[config.mk]
export PLATFORM = sky130hd
export DESIGN_NAME = axi3_apb_bridge
export DESIGN_NICKNAME = d
export VERILOG_FILES = /design/src/rtl/axi3_apb_bridge_pkg.sv /design/src/rtl/axi3_burst_addr_gen.sv /design/src/rtl/axi3_apb_bridge.sv
export SDC_FILE = /design/constraint.sdc
export NUM_CORES = 1
export LEC_CHECK = 0
export CORE_ASPECT_RATIO = 0.7
export CORE_MARGIN = 5
export CORE_UTILIZATION = 52
export DETAILED_ROUTE_END_ITERATION = 8
export GPL_TIMING_DRIVEN = 0
export PLACE_DENSITY = 0.92
export SLEW_MARGIN = 30
export SYNTH_ARGS = -nofsm -noshare
export SYNTH_HDL_FRONTEND = slang
export SYNTH_SLANG_ARGS = --single-unit
[constraint.sdc]
create_clock -name aclk -period 7.2 [get_ports aclk]
set_clock_uncertainty 0.05 [all_clocks]
set_input_delay 1.44 -clock aclk [delete_from_list [all_inputs] [get_ports aclk]]
set_output_delay 1.44 -clock aclk [all_outputs]
set_load 0.1 [all_outputs]
[src/rtl/axi3_apb_bridge_pkg.sv]
// Shared types for the AXI3-to-APB bridge: burst/response encodings, bridge
// states and the WRAP length legality helper.
package axi3_apb_bridge_pkg;

  typedef enum logic [1:0] {
    BURST_FIXED = 2'b00,
    BURST_INCR  = 2'b01,
    BURST_WRAP  = 2'b10,
    BURST_RSVD  = 2'b11
  } burst_type_t;

  typedef enum logic [1:0] {
    RESP_OKAY   = 2'b00,
    RESP_EXOKAY = 2'b01,
    RESP_SLVERR = 2'b10,
    RESP_DECERR = 2'b11
  } resp_type_t;

  typedef enum logic [2:0] {
    ST_IDLE,
    ST_WDATA,
    ST_SETUP,
    ST_ACCESS,
    ST_BRESP,
    ST_RDATA
  } bridge_state_t;

  // Largest AxSIZE a 32-bit data path can carry (4 bytes).
  localparam logic [2:0] MAX_SIZE = 3'd2;

  function automatic logic wrap_len_ok(input logic [3:0] len);
    return (len == 4'd1) || (len == 4'd3) || (len == 4'd7) || (len == 4'd15);
  endfunction

endpackage

[src/rtl/axi3_burst_addr_gen.sv]
// Per-beat address and beat counter for one AXI3 burst; computes the next
// beat address for FIXED/INCR/WRAP and flags the final beat.
module axi3_burst_addr_gen
  import axi3_apb_bridge_pkg::*;
#(
  parameter int ADDR_WIDTH = 32
) (
  input  logic                  clk,
  input  logic                  rst_n,
  input  logic                  load,
  input  logic [ADDR_WIDTH-1:0] load_addr,
  input  logic                  advance,
  input  logic [3:0]            len,
  input  logic [2:0]            size,
  input  logic [1:0]            burst,
  output logic [ADDR_WIDTH-1:0] addr,
  output logic [3:0]            beat,
  output logic                  last
);

  logic [ADDR_WIDTH-1:0] bytes;
  logic [ADDR_WIDTH-1:0] incr_addr;
  logic [ADDR_WIDTH-1:0] wrap_mask;
  logic [ADDR_WIDTH-1:0] next_addr;

  // WRAP keeps the bits above the (len+1)*bytes container and wraps the rest.
  always_comb begin
    bytes     = ADDR_WIDTH'(1) << size;
    incr_addr = addr + bytes;
    wrap_mask = ((ADDR_WIDTH'(len) + ADDR_WIDTH'(1)) << size) - ADDR_WIDTH'(1);
    if (burst == BURST_FIXED) begin
      next_addr = addr;
    end else if ((burst == BURST_WRAP) && wrap_len_ok(len)) begin
      next_addr = (addr & ~wrap_mask) | (incr_addr & wrap_mask);
    end else begin
      next_addr = incr_addr;
    end
  end

  always_ff @(posedge clk or negedge rst_n) begin
    if (!rst_n) begin
      addr <= '0;
      beat <= '0;
    end else if (load) begin
      addr <= load_addr;
      beat <= '0;
    end else if (advance) begin
      addr <= next_addr;
      beat <= beat + 4'd1;
    end
  end

  assign last = (beat == len);

endmodule

[src/rtl/axi3_apb_bridge.sv]
// AXI3 slave to APB master bridge: one transaction at a time, each burst beat
// becomes one APB transfer; all AXI and APB outputs are registered.
module axi3_apb_bridge
  import axi3_apb_bridge_pkg::*;
#(
  parameter int ADDR_WIDTH = 32,
  parameter int DATA_WIDTH = 32,
  parameter int ID_WIDTH   = 4
) (
  input  logic                    aclk,
  input  logic                    areset_n,
  input  logic [ID_WIDTH-1:0]     awid,
  input  logic [ADDR_WIDTH-1:0]   awaddr,
  input  logic [3:0]              awlen,
  input  logic [2:0]              awsize,
  input  logic [1:0]              awburst,
  input  logic                    awvalid,
  output logic                    awready,
  input  logic [ID_WIDTH-1:0]     wid,
  input  logic [DATA_WIDTH-1:0]   wdata,
  input  logic [DATA_WIDTH/8-1:0] wstrb,
  input  logic                    wlast,
  input  logic                    wvalid,
  output logic                    wready,
  output logic [ID_WIDTH-1:0]     bid,
  output logic [1:0]              bresp,
  output logic                    bvalid,
  input  logic                    bready,
  input  logic [ID_WIDTH-1:0]     arid,
  input  logic [ADDR_WIDTH-1:0]   araddr,
  input  logic [3:0]              arlen,
  input  logic [2:0]              arsize,
  input  logic [1:0]              arburst,
  input  logic                    arvalid,
  output logic                    arready,
  output logic [ID_WIDTH-1:0]     rid,
  output logic [DATA_WIDTH-1:0]   rdata,
  output logic [1:0]              rresp,
  output logic                    rlast,
  output logic                    rvalid,
  input  logic                    rready,
  output logic [ADDR_WIDTH-1:0]   paddr,
  output logic                    psel,
  output logic                    penable,
  output logic                    pwrite,
  output logic [DATA_WIDTH-1:0]   pwdata,
  input  logic [DATA_WIDTH-1:0]   prdata,
  input  logic                    pready,
  input  logic                    pslverr
);

  bridge_state_t         state;
  logic                  read_pref;
  logic [ID_WIDTH-1:0]   id_q;
  logic [3:0]            len_q;
  logic [2:0]            size_q;
  logic [1:0]            burst_q;
  logic                  is_write;
  logic                  size_bad;
  logic                  err;
  logic                  pick_read;
  logic                  pick_write;
  logic                  gen_load;
  logic                  gen_advance;
  logic [ADDR_WIDTH-1:0] gen_load_addr;
  logic [ADDR_WIDTH-1:0] gen_addr;
  logic [3:0]            gen_beat;
  logic                  gen_last;
  logic                  unused_inputs;

  assign unused_inputs = ^{wid, wstrb, wlast};

  assign pick_read  = arvalid && (!awvalid || read_pref);
  assign pick_write = awvalid && !pick_read;

  // A beat completes at the end of ACCESS, or at the AXI handshake when an
  // oversized beat skips the APB side altogether.
  always_comb begin
    gen_load      = (state == ST_IDLE) && (awvalid || arvalid);
    gen_load_addr = pick_read ? araddr : awaddr;
    gen_advance   = ((state == ST_ACCESS) && pready) ||
                    ((state == ST_WDATA) && size_bad && wvalid && wready) ||
                    ((state == ST_RDATA) && size_bad && rready);
  end

  axi3_burst_addr_gen #(.ADDR_WIDTH(ADDR_WIDTH)) u_addr_gen (
    .clk       (aclk),
    .rst_n     (areset_n),
    .load      (gen_load),
    .load_addr (gen_load_addr),
    .advance   (gen_advance),
    .len       (len_q),
    .size      (size_q),
    .burst     (burst_q),
    .addr      (gen_addr),
    .beat      (gen_beat),
    .last      (gen_last)
  );

  always_ff @(posedge aclk or negedge areset_n) begin
    if (!areset_n) begin
      state     <= ST_IDLE;
      read_pref <= 1'b1;
      id_q      <= '0;
      len_q     <= '0;
      size_q    <= '0;
      burst_q   <= '0;
      is_write  <= 1'b0;
      size_bad  <= 1'b0;
      err       <= 1'b0;
      awready   <= 1'b0;
      arready   <= 1'b0;
      wready    <= 1'b0;
      bvalid    <= 1'b0;
      bid       <= '0;
      bresp     <= '0;
      rvalid    <= 1'b0;
      rid       <= '0;
      rdata     <= '0;
      rresp     <= '0;
      rlast     <= 1'b0;
      psel      <= 1'b0;
      penable   <= 1'b0;
      pwrite    <= 1'b0;
      paddr     <= '0;
      pwdata    <= '0;
    end else begin
      awready <= 1'b0;
      arready <= 1'b0;
      case (state)
        ST_IDLE: begin
          if (awvalid && arvalid) read_pref <= !read_pref;
          if (pick_read) begin
            arready  <= 1'b1;
            id_q     <= arid;
            len_q    <= arlen;
            size_q   <= arsize;
            burst_q  <= arburst;
            is_write <= 1'b0;
            size_bad <= (arsize > MAX_SIZE);
            err      <= (arsize > MAX_SIZE);
            if (arsize > MAX_SIZE) begin
              rvalid <= 1'b1;
              rid    <= arid;
              rdata  <= '0;
              rresp  <= RESP_SLVERR;
              rlast  <= (arlen == 4'd0);
              state  <= ST_RDATA;
            end else begin
              psel    <= 1'b1;
              penable <= 1'b0;
              pwrite  <= 1'b0;
              paddr   <= araddr;
              state   <= ST_SETUP;
            end
          end else if (pick_write) begin
            awready  <= 1'b1;
            id_q     <= awid;
            len_q    <= awlen;
            size_q   <= awsize;
            burst_q  <= awburst;
            is_write <= 1'b1;
            size_bad <= (awsize > MAX_SIZE);
            err      <= (awsize > MAX_SIZE);
            wready   <= 1'b1;
            state    <= ST_WDATA;
          end
        end
        ST_WDATA: begin
          if (wvalid && wready) begin
            if (size_bad) begin
              if (gen_last) begin
                wready <= 1'b0;
                bvalid <= 1'b1;
                bid    <= id_q;
                bresp  <= RESP_SLVERR;
                state  <= ST_BRESP;
              end
            end else begin
              wready  <= 1'b0;
              pwdata  <= wdata;
              psel    <= 1'b1;
              penable <= 1'b0;
              pwrite  <= 1'b1;
              paddr   <= gen_addr;
              state   <= ST_SETUP;
            end
          end
        end
        ST_SETUP: begin
          penable <= 1'b1;
          state   <= ST_ACCESS;
        end
        ST_ACCESS: begin
          if (pready) begin
            psel    <= 1'b0;
            penable <= 1'b0;
            if (is_write) begin
              err <= err || pslverr;
              if (gen_last) begin
                bvalid <= 1'b1;
                bid    <= id_q;
                bresp  <= (err || pslverr) ? RESP_SLVERR : RESP_OKAY;
                state  <= ST_BRESP;
              end else begin
                wready <= 1'b1;
                state  <= ST_WDATA;
              end
            end else begin
              rvalid <= 1'b1;
              rid    <= id_q;
              rdata  <= prdata;
              rresp  <= pslverr ? RESP_SLVERR : RESP_OKAY;
              rlast  <= gen_last;
              state  <= ST_RDATA;
            end
          end
        end
        ST_RDATA: begin
          if (rready) begin
            if (rlast) begin
              rvalid <= 1'b0;
              rlast  <= 1'b0;
              rresp  <= RESP_OKAY;
              state  <= ST_IDLE;
            end else if (size_bad) begin
              rlast <= ((gen_beat + 4'd1) == len_q);
            end else begin
              rvalid  <= 1'b0;
              psel    <= 1'b1;
              penable <= 1'b0;
              pwrite  <= 1'b0;
              paddr   <= gen_addr;
              state   <= ST_SETUP;
            end
          end
        end
        ST_BRESP: begin
          if (bready) begin
            bvalid <= 1'b0;
            bresp  <= RESP_OKAY;
            state  <= ST_IDLE;
          end
        end
        default: state <= ST_IDLE;
      endcase
    end
  end

endmodule

==> results of run 1 <==
-- per-layer routing --
metal,vias to the layer above,part of all wire,track usage
met2,663,0.45,0.485
li1,4400,-,-
met1,4720,0.40,0.413
met4,0,0.028,0.0955
met3,91,0.12,0.0980
met5,-,0,0
-- cell usage after synthesis, types with 3 or more instances --
library cell               number  area (um^2)
sky130_fd_sc_hd__inv_2          3         11.3
sky130_fd_sc_hd__mux2i_1       35          350
sky130_fd_sc_hd__xnor2_1       17          149
sky130_fd_sc_hd__and3_1        11         68.8
sky130_fd_sc_hd__a211oi_1       9         67.6
sky130_fd_sc_hd__nand3_1       36          180
sky130_fd_sc_hd__o21a_1         8         60.1
sky130_fd_sc_hd__a211o_1        3         26.3
sky130_fd_sc_hd__or3_1          3         18.8
sky130_fd_sc_hd__o22ai_1       13         81.3
sky130_fd_sc_hd__or4_1          9         67.6
sky130_fd_sc_hd__buf_2          6         30.0
sky130_fd_sc_hd__dfrtp_1      170         4250
sky130_fd_sc_hd__nand2_1      160          601
sky130_fd_sc_hd__o32ai_1        3         26.3
sky130_fd_sc_hd__o21ai_1        5         25.0
sky130_fd_sc_hd__nor4_1         3         18.8
sky130_fd_sc_hd__nor3_1        17         85.1
sky130_fd_sc_hd__o31ai_1        7         52.6
sky130_fd_sc_hd__nor2b_1        7         43.8
sky130_fd_sc_hd__nor2_1        70          263
sky130_fd_sc_hd__o21ai_0       71          355
sky130_fd_sc_hd__xor2_1        10         87.6
sky130_fd_sc_hd__nor3b_1        4         30.0
sky130_fd_sc_hd__ha_1          13          163
sky130_fd_sc_hd__mux2_2        40          450
sky130_fd_sc_hd__a31oi_1       27          169
sky130_fd_sc_hd__o211ai_1       8         60.1
sky130_fd_sc_hd__a221o_1        3         30.0
sky130_fd_sc_hd__nand4_1        8         50.1
sky130_fd_sc_hd__and2_1         5         31.3
sky130_fd_sc_hd__clkbuf_1      47          176
sky130_fd_sc_hd__inv_1         31          116
sky130_fd_sc_hd__a22o_1        34          298
sky130_fd_sc_hd__buf_1          5         18.8
sky130_fd_sc_hd__o32a_1         3         30.0
sky130_fd_sc_hd__a21oi_1       79          395
sky130_fd_sc_hd__buf_4          4         30.0
sky130_fd_sc_hd__nand2b_1      12         75.1
-- layout make-up --
cell class / instances / area (um^2) / area share
Multi-Input combinational cell: 783 / 4950 / 0.370
Inverter: 34 / 128 / 0.00956
Timing Repair Buffer: 279 / 2820 / 0.211
Clock buffer: 18 / 439 / 0.0329
Buffer: 64 / 278 / 0.0208
Sequential cell: 171 / 4280 / 0.320
Clock inverter: 14 / 170 / 0.0127
Tap cell: 236 / 295 / 0.0221
-- worst paths after layout --
kind                                  startpoint                    end  slack [ps]  depth (start not counted)
setup / recovery                         arvalid   paddr[4]$_DFFE_PN0P_        2590                         11
hold / removal              paddr[0]$_DFFE_PN0P_   paddr[0]$_DFFE_PN0P_         430                          2
setup reg to reg           size_q[0]$_DFFE_PN0P_               register        2950                         15
hold reg to reg             paddr[0]$_DFFE_PN0P_   paddr[0]$_DFFE_PN0P_         430                          2
max in group asynchronous               areset_n       psel$_DFFE_PN0P_        5290                          3
min in group asynchronous               areset_n  paddr[22]$_DFFE_PN0P_         820                          1
-- worst register-to-register path, delay by kind of cell (launching register included) --
kind / cells / cell delay [ps]
flops: 1 / 370
fa+ha+maj: 2 / 660
compound gates: 6 / 1600
simple gates: 3 / 810
buf+inv: 4 / 640
-- kinds of logic (layout without fill, tap and decap cells) --
| logic type | Yosys count | count (layout) | share of synthesized area |
|---|---|---|---|
| xor gates and xnor gates | 28 | 28 | 0.0263 |
| muxes | 75 | 75 | 0.0832 |
| AOI/OAI and AO/OA | 301 | 301 | 0.204 |
| adders and majority gates | 14 | 14 | 0.0190 |
| DFF | 171 | 171 | 0.445 |
| buffers and inverters | 98 | 409 | 0.0421 |
| and+or+nand+nor | 363 | 363 | 0.180 |
| other | 1 | 2 | 0.000390 |
-- metrics by stage --
step	instances	hold WS, ps
3_3_place_gp	1565	413
3_5_place_dp	1567	418
2_1_floorplan	1052	427
4_1_cts	1599	433
5_1_grt	1599	464
6_report	1599	427
-- layout by cell type (no fill, tap or decap), types with 12 or more instances in the layout --
cell and count:
sky130_fd_sc_hd__clkdlybuf4s50_1 273, sky130_fd_sc_hd__nor3_1 17, sky130_fd_sc_hd__nand2b_1 12, sky130_fd_sc_hd__a31oi_1 27, sky130_fd_sc_hd__nand3_1 36, sky130_fd_sc_hd__mux2_2 40
sky130_fd_sc_hd__ha_1 13, sky130_fd_sc_hd__nand2_1 160, sky130_fd_sc_hd__clkbuf_1 47, sky130_fd_sc_hd__a22o_1 34, sky130_fd_sc_hd__o21ai_0 70, sky130_fd_sc_hd__mux2i_1 35
sky130_fd_sc_hd__inv_1 31, sky130_fd_sc_hd__clkbuf_16 17, sky130_fd_sc_hd__nor2_1 70, sky130_fd_sc_hd__a21oi_1 79, sky130_fd_sc_hd__dfrtp_1 170, sky130_fd_sc_hd__xnor2_1 17
sky130_fd_sc_hd__o22ai_1 13
==> results_dict.tcl, run 1 <==
set metrics [dict create \
    vias_in_the_first_global_route 9751 \
    synth_enable_flop_cells 0 \
    insertedDiodeCount 0 \
    final_layout_size_suffix_gt1_frac 0.0822 \
    timing.slew.headroom 0.275 \
    clk_transition_reported_paths_ps 70 \
    synthArstFlopShare 1.00 \
    fp.dieW_um 173 \
    critPathMaxFanout 10 \
    critical_path.startpoint_type "input port" \
    hold_buffers 0 \
    crit_path_cell_trace "clkdlybuf4s50_1 > o21a_1 > clkbuf_1 > nand2_1 > nand2_1 > o21ai_0 > or4_1 > clkbuf_1 > clkbuf_1 > nand2_1 > o21ai_0" \
    core_area_um2 18100 \
    h-tree-depth 4 \
    num-nets-final 1536 \
    cts-buffers-inserted 17 \
    drt-vias-per-instance 6.18 \
    drt_pre_antenna_iters 8 \
    nFillCells 1286 \
    detailed_place.area_um2 12700 \
    grt_pass1_wl_mm 52.7 \
    worst_path_dominant_cell_family "buffers and inverters" \
    routedWlPerCell_um 21.3 \
    top_level_ports 289 \
    critPathCaptureType "register" \
    drv_cap 0 \
    clk_path_buf_depth 2 \
    setup_violations 0 \
    detailed_route_drc_error_count 0 \
    synth_seq_area_share 0.445 \
    setup_tns_ps 0 \
    post_cts.resized_instances 0 \
    postSynth.topFlopCell "sky130_fd_sc_hd__dfrtp_1" \
    ys_ff_latch 171 \
    die_h_um 124 \
    post_synth.cell_area_avg_um2 9.16 \
    area_delta_synth_final_pct 38.7 \
    slowest_stage "sky130_fd_sc_hd__or4_1" \
    finalMaxSlewViolations 0 \
    postCtsSetupRepairBufs 0 \
    largest_net_degree_at_the_start_of_global_routing 73 \
    grt_setup_unrepaired "false" \
    timing.fmax_ghz 0.217 \
    dr.first_iter.drc_count 1189 \
    gr-total-overflow 0 \
    via_total_after_detailed_routing 9874 \
    tightestPinTransition_ps 1090 \
    clockRootBuffer "sky130_fd_sc_hd__clkbuf_16" \
    totalWireLength_mm 34.0 \
    final_hold_viol_count 0 \
    stdcell_area_um2 13400 \
    port-buffer-count 277 \
    detail-route-antenna-nets 0 \
    cp_slowest_stage_delay_ps 650 \
    worst_hold_check_path_type "reg -> reg" \
    layout_worst_path_cycle_share 0.641 \
    status "complete, no violations" \
    cp.buffers_inverters 4 \
    worst_setup_slack_after_layout_ps 2590 \
    gp_congestion 0.991 \
    clock_sink_count 171 \
    cts_tree "yes" \
    mappedNetlistArea_um2 9630 \
    row_count 41 \
    clock_latency_ps 440 \
    dieArea_um2 21400 \
    groute.usage.overall 0.308 \
    post_synth_num_cell_types 80 \
    timing_worst_setup_path_type "in -> reg" \
    worstPathRequired_ps 7440 \
    postSynthCellCount 1051 \
    dpl.hpwl_mm 25.9 \
    final_core_occ 0.738 \
    worst-endpoint-arrival_ps 4850 \
    floorplan.initialDensity 0.532 \
    period_minus_slack_ps 4610 \
    dpl_worst_slack_ps 2220 \
    initial_antenna_violation_count 0 \
    ys_warn_count 0 \
]
Power of run 1 is left out: the tool's default activity adds up to more than one toggle a clock period on the data nets, which glitch-free logic cannot reach.
==> run 2: changes to the inputs <==
--- a/config.mk
+++ b/config.mk
@@ -7,10 +7,10 @@
 export LEC_CHECK = 0
 export CORE_ASPECT_RATIO = 0.7
 export CORE_MARGIN = 5
-export CORE_UTILIZATION = 52
+export CORE_UTILIZATION = 43
 export DETAILED_ROUTE_END_ITERATION = 8
 export GPL_TIMING_DRIVEN = 0
-export PLACE_DENSITY = 0.92
+export PLACE_DENSITY = 0.82
 export SLEW_MARGIN = 30
 export SYNTH_ARGS = -nofsm -noshare
 export SYNTH_HDL_FRONTEND = slang
==> constraint.sdc (replaced) <==
create_clock -name aclk -period 3.78 [get_ports aclk]
set_clock_uncertainty 0.05 [all_clocks]
set_input_delay 0.756 -clock aclk [delete_from_list [all_inputs] [get_ports aclk]]
set_output_delay 0.756 -clock aclk [all_outputs]
set_load 0.1 [all_outputs]
==> run 2 against run 1 <==
Compared with the run above:
- worst setup slack worse by 2400 ps
- sequential cell count unchanged
- sequential share of layout area decreased by 0.29 points
- die area up 19%
- wire length fell by 0.38%
- critical path type is now reg -> reg
==> results_dict.tcl, run 2 (synthesis gave the netlist of run 1 again) <==
set metrics [dict create \
    drt_pre_antenna_iters 5 \
    gr-total-overflow 0 \
    worst-endpoint-arrival_ps 3950 \
    timing_worst_setup_path_type "reg -> reg" \
    detailed_route_drc_error_count 0 \
    dr.first_iter.drc_count 1040 \
    setup_tns_ps 0 \
    floorplan.initialDensity 0.441 \
    grt_setup_unrepaired "true" \
    clk_path_buf_depth 2 \
    final_hold_viol_count 0 \
    worst_setup_slack_after_layout_ps 146 \
    dieArea_um2 25500 \
    drt-vias-per-instance 5.88 \
    dpl.hpwl_mm 26.1 \
    top_level_ports 289 \
    groute.usage.overall 0.258 \
    layout_commonest_cell "sky130_fd_sc_hd__clkdlybuf4s50_1" \
    clock_sink_count 171 \
    fp.dieW_um 189 \
    layout_worst_path_cycle_share 0.961 \
    clockRootBuffer "sky130_fd_sc_hd__clkbuf_16" \
    port-buffer-count 277 \
    largest_net_degree_at_the_start_of_global_routing 73 \
    hold_buffers 0 \
    num-nets-final 1540 \
    via_total_after_detailed_routing 9692 \
    vias_in_the_first_global_route 9486 \
    drv_cap 0 \
    cts-buffers-inserted 17 \
    h-tree-depth 4 \
    status "complete, no violations" \
    row_count 45 \
    critPathMaxFanout 10 \
    cts_tree "yes" \
    initial_antenna_violation_count 0 \
    insertedDiodeCount 0 \
    clk_transition_reported_paths_ps 70 \
    worstPathRequired_ps 4100 \
    grt_pass1_wl_mm 52.9 \
    gp_congestion 0.963 \
    nFillCells 1903 \
    routedWlPerCell_um 20.6 \
    core_area_um2 21800 \
    clock_latency_ps 430 \
    tightestPinTransition_ps 1020 \
    final_layout_size_suffix_gt1_frac 0.0929 \
    critPathCaptureType "register" \
    most-common-layout-cells "274 x sky130_fd_sc_hd__clkdlybuf4s50_1, 170 x sky130_fd_sc_hd__dfrtp_1, 159 x sky130_fd_sc_hd__nand2_1, 76 x sky130_fd_sc_hd__a21oi_1, 70 x sky130_fd_sc_hd__nor2_1" \
    setup_violations 0 \
    period_minus_slack_ps 3630 \
    timing.fmax_ghz 0.275 \
    timing.slew.headroom 0.315 \
    detail-route-antenna-nets 0 \
    hold-worst-slack_ps 245 \
    die_h_um 135 \
    critical_path.startpoint_type "register" \
    worst_hold_check_path_type "in -> async" \
    area_delta_synth_final_pct 40.0 \
    finalMaxSlewViolations 0 \
    totalWireLength_mm 33.9 \
    dpl_worst_slack_ps -534 \
]
==> run 2: timing repair <==
| action | in CTS | in global routing |
|---|---|---|
| pin swaps | 2 | 3 |
| gates cloned | 0 | 0 |
| endpoints found under the setup margin | 29 | 45 |
| setup buffers | 3 | 4 |
| gates resized for setup | 3 | 7 |
==> run 2: area by class of cell <==
class / count / area (um^2) / area share
clock buffer: 18 / 439 / 0.0326
multi-input combinational: 783 / 4990 / 0.370
tap: 282 / 353 / 0.0262
timing repair buffer: 286 / 2880 / 0.213
clock inverter: 14 / 149 / 0.0110
buffer: 61 / 268 / 0.0199
inverter: 34 / 128 / 0.00947
sequential: 171 / 4280 / 0.318
==> run 2: per-stage QoR <==
step	utilization	cell area (um^2)	std cells
finish	0.617	13500	1649
global route	0.617	13500	1649
CTS	0.614	13400	1645
detailed placement	0.586	12800	1613
global placement	0.584	12800	1611
floorplan	-	9630	1052
==> run 2: worst max-delay path: stages, from the launching register on <==
cell and delay, ps:
sky130_fd_sc_hd__dfrtp_1 400, sky130_fd_sc_hd__buf_4 190, sky130_fd_sc_hd__clkbuf_2 220, sky130_fd_sc_hd__nor3_1 210
sky130_fd_sc_hd__ha_1 210, sky130_fd_sc_hd__inv_1 60, sky130_fd_sc_hd__fa_1 440, sky130_fd_sc_hd__nand2b_1 210
sky130_fd_sc_hd__a21oi_2 210, sky130_fd_sc_hd__o21ai_1 180, sky130_fd_sc_hd__a21oi_2 320, sky130_fd_sc_hd__nand2_2 170
sky130_fd_sc_hd__or4_1 420, sky130_fd_sc_hd__a21oi_1 160, sky130_fd_sc_hd__a211o_1 110
==> run 2: per-layer routing <==
layer | up-vias | global-route usage | wire length (um)
met5 | - | 0 | 0
met4 | 0 | 0.0676 | 775
met3 | 60 | 0.0528 | 3200
met2 | 529 | 0.385 | 14600
met1 | 4700 | 0.385 | 15300
li1 | 4403 | - | -
==> run 2: final timing paths <==
check	startpoint	end	slack, ps	cells after the start
setup / recovery	size_q[2]$_DFFE_PN0P_	register	150	14
setup reg to reg	size_q[2]$_DFFE_PN0P_	register	150	14
min in group aclk	paddr[30]$_DFFE_PN0P_	paddr[30]$_DFFE_PN0P_	430	2
max in group asynchronous	areset_n	read_pref$_DFFE_PN1P_	2440	3
hold / removal	areset_n	paddr[15]$_DFFE_PN0P_	240	1
hold reg to reg	paddr[30]$_DFFE_PN0P_	paddr[30]$_DFFE_PN0P_	430	2
Power of run 2 is left out for the same reason.
==> run 3: changes to the inputs <==
--- a/config.mk
+++ b/config.mk
@@ -7,10 +7,11 @@
 export LEC_CHECK = 0
 export CORE_ASPECT_RATIO = 0.7
 export CORE_MARGIN = 5
-export CORE_UTILIZATION = 43
+export CORE_UTILIZATION = 48
 export DETAILED_ROUTE_END_ITERATION = 8
 export GPL_TIMING_DRIVEN = 0
-export PLACE_DENSITY = 0.82
+export MAX_ROUTING_LAYER = met4
+export PLACE_DENSITY = 0.86
 export SLEW_MARGIN = 30
 export SYNTH_ARGS = -nofsm -noshare
 export SYNTH_HDL_FRONTEND = slang
==> constraint.sdc (replaced) <==
create_clock -name aclk -period 3.9 [get_ports aclk]
set_clock_uncertainty 0.05 [all_clocks]
set_input_delay 0.78 -clock aclk [delete_from_list [all_inputs] [get_ports aclk]]
set_output_delay 0.78 -clock aclk [all_outputs]
set_load 0.1 [all_outputs]
==> run 3 against run 2 <==
Compared with the run above:
- design area shrank 0.28%
- first-iteration DRC count shrank 5.4%
- worst setup slack lost 35 ps
- die area shrank 9.8%
- register-to-register slack gained 60 ps
- hold slack lost 75 ps
- wire length is essentially flat
- sequential cell count is the same
- largest cell class unchanged
- highest routed layer unchanged
==> results_dict.tcl, run 3 (synthesis gave the netlist of run 1 again) <==
set metrics [dict create \
    row_count 43 \
    via_total_after_detailed_routing 9635 \
    detailed_route_drc_error_count 0 \
    fp.dieW_um 179 \
    initial_antenna_violation_count 0 \
    dpl.hpwl_mm 26.0 \
    worst_hold_check_path_type "in -> async" \
    critical_path.reg2reg.startpoint "size_q[1]$_DFFE_PN0P_" \
    crit_path_frequent_cell "sky130_fd_sc_hd__nand2_1" \
    stdcell_area_um2 13400 \
    most-common-layout-cells "274 x sky130_fd_sc_hd__clkdlybuf4s50_1, 170 x sky130_fd_sc_hd__dfrtp_1, 159 x sky130_fd_sc_hd__nand2_1, 76 x sky130_fd_sc_hd__a21oi_1, 70 x sky130_fd_sc_hd__nor2_1" \
    timing.slew.headroom 0.318 \
    top_level_ports 289 \
    core_area_um2 19700 \
    worst_path_dominant_cell_family "buffers and inverters" \
    r2r_cells 12 \
    gp_congestion 1.02 \
    cp.buffers_inverters 3 \
    gr-total-overflow 0 \
    dr.first_iter.drc_count 984 \
    period_minus_slack_ps 3790 \
    critical_path.startpoint_type "input port" \
    tightestPinTransition_ps 1020 \
    critPathMaxFanout 10 \
    worst-endpoint-arrival_ps 4020 \
    detail-route-antenna-nets 0 \
    port-buffer-count 277 \
    clock_latency_ps 430 \
    status "complete, no violations" \
    cts_tree "yes" \
    routedWlPerCell_um 20.7 \
    grt_setup_unrepaired "false" \
    clockRootBuffer "sky130_fd_sc_hd__clkbuf_16" \
    timing.fmax_ghz 0.264 \
    clk_transition_reported_paths_ps 80 \
    area_delta_synth_final_pct 39.6 \
    slowest_stage "sky130_fd_sc_hd__or4_1" \
    layout_commonest_cell "sky130_fd_sc_hd__clkdlybuf4s50_1" \
    num-nets-final 1539 \
    timing.reg2reg.setup_slack_ps 210 \
    vias_in_the_first_global_route 9437 \
    critPathCaptureType "register" \
    dpl_worst_slack_ps -432 \
    timing_worst_setup_path_type "in -> reg" \
    h-tree-depth 4 \
    grt_pass1_wl_mm 52.2 \
    drt-vias-per-instance 5.89 \
    insertedDiodeCount 0 \
    setup_violations 0 \
    groute.usage.overall 0.297 \
    cts-buffers-inserted 17 \
    worst_setup_slack_after_layout_ps 110 \
    drt_pre_antenna_iters 5 \
    clk_path_buf_depth 2 \
    totalWireLength_mm 33.9 \
    floorplan.initialDensity 0.487 \
    die_h_um 128 \
    finalMaxSlewViolations 0 \
    final_hold_viol_count 0 \
    drv_cap 0 \
    worstPathRequired_ps 4130 \
    detailed_place.area_um2 12800 \
    cp_slowest_stage_delay_ps 640 \
    crit_path_cell_trace "clkdlybuf4s50_1 > o21a_1 > nand2_1 > nand2_1 > o21ai_0 > or4_1 > clkbuf_1 > clkbuf_1 > nand2_1 > o21ai_0" \
    final_layout_size_suffix_gt1_frac 0.0900 \
    largest_net_degree_at_the_start_of_global_routing 71 \
    dieArea_um2 23000 \
    layout_worst_path_cycle_share 0.972 \
    clock_sink_count 171 \
]
run 3: through the flow:
step | util | instances | setup TNS (ps) | hold WS (ps)
detailed placement | 0.648 | 1601 | -15100 | 420
global route | 0.681 | 1636 | 0 | 183
floorplan | - | 1052 | 0 | 427
global placement | 0.645 | 1599 | -880490 | 412
finish | 0.681 | 1636 | 0 | 170
CTS | 0.679 | 1635 | 0 | 174
run 3: timing repair:
item / in CTS / in global routing
buffers inserted: 2 / 2
resized for setup: 2 / 8
endpoints found under the setup margin: 8 / 47
hold buffers: 0 / 0
pin swaps: 2 / 2
run 3: worst max path at each step:
stage / from / end / slack, ps / cells after the start
detailed placement: arvalid / paddr[2]$_DFFE_PN0P_ / -430 / 11
global route: len_q[1]$_DFFE_PN0P_ / register / 5 / 14
floorplan: size_q[0]$_DFFE_PN0P_ / register / 590 / 15
CTS: size_q[0]$_DFFE_PN0P_ / register / 5 / 15
finish: arvalid / paddr[2]$_DFFE_PN0P_ / 110 / 10
global placement: areset_n / rdata[26]$_DFFE_PN0P_ / -5110 / 1
run 3: cell type report:
cell class                 count  area, um^2
inverter                      34         128
timing repair buffer         283        2850
multi-input combinational    783        4970
buffer                        63         277
sequential                   171        4280
tap                          270         338
clock buffer                  19         453
fill                        1607        6300
clock inverter                13         141
run 3: routing by layer:
layer,vias to the layer above,GRT usage,part of all wire
met1,4628,0.424,0.43
met4,0,0.0685,0.020
met3,49,0.0690,0.11
met2,556,0.432,0.44
met5,-,-,0
li1,4402,-,-
Power of run 3 is left out for the same reason.
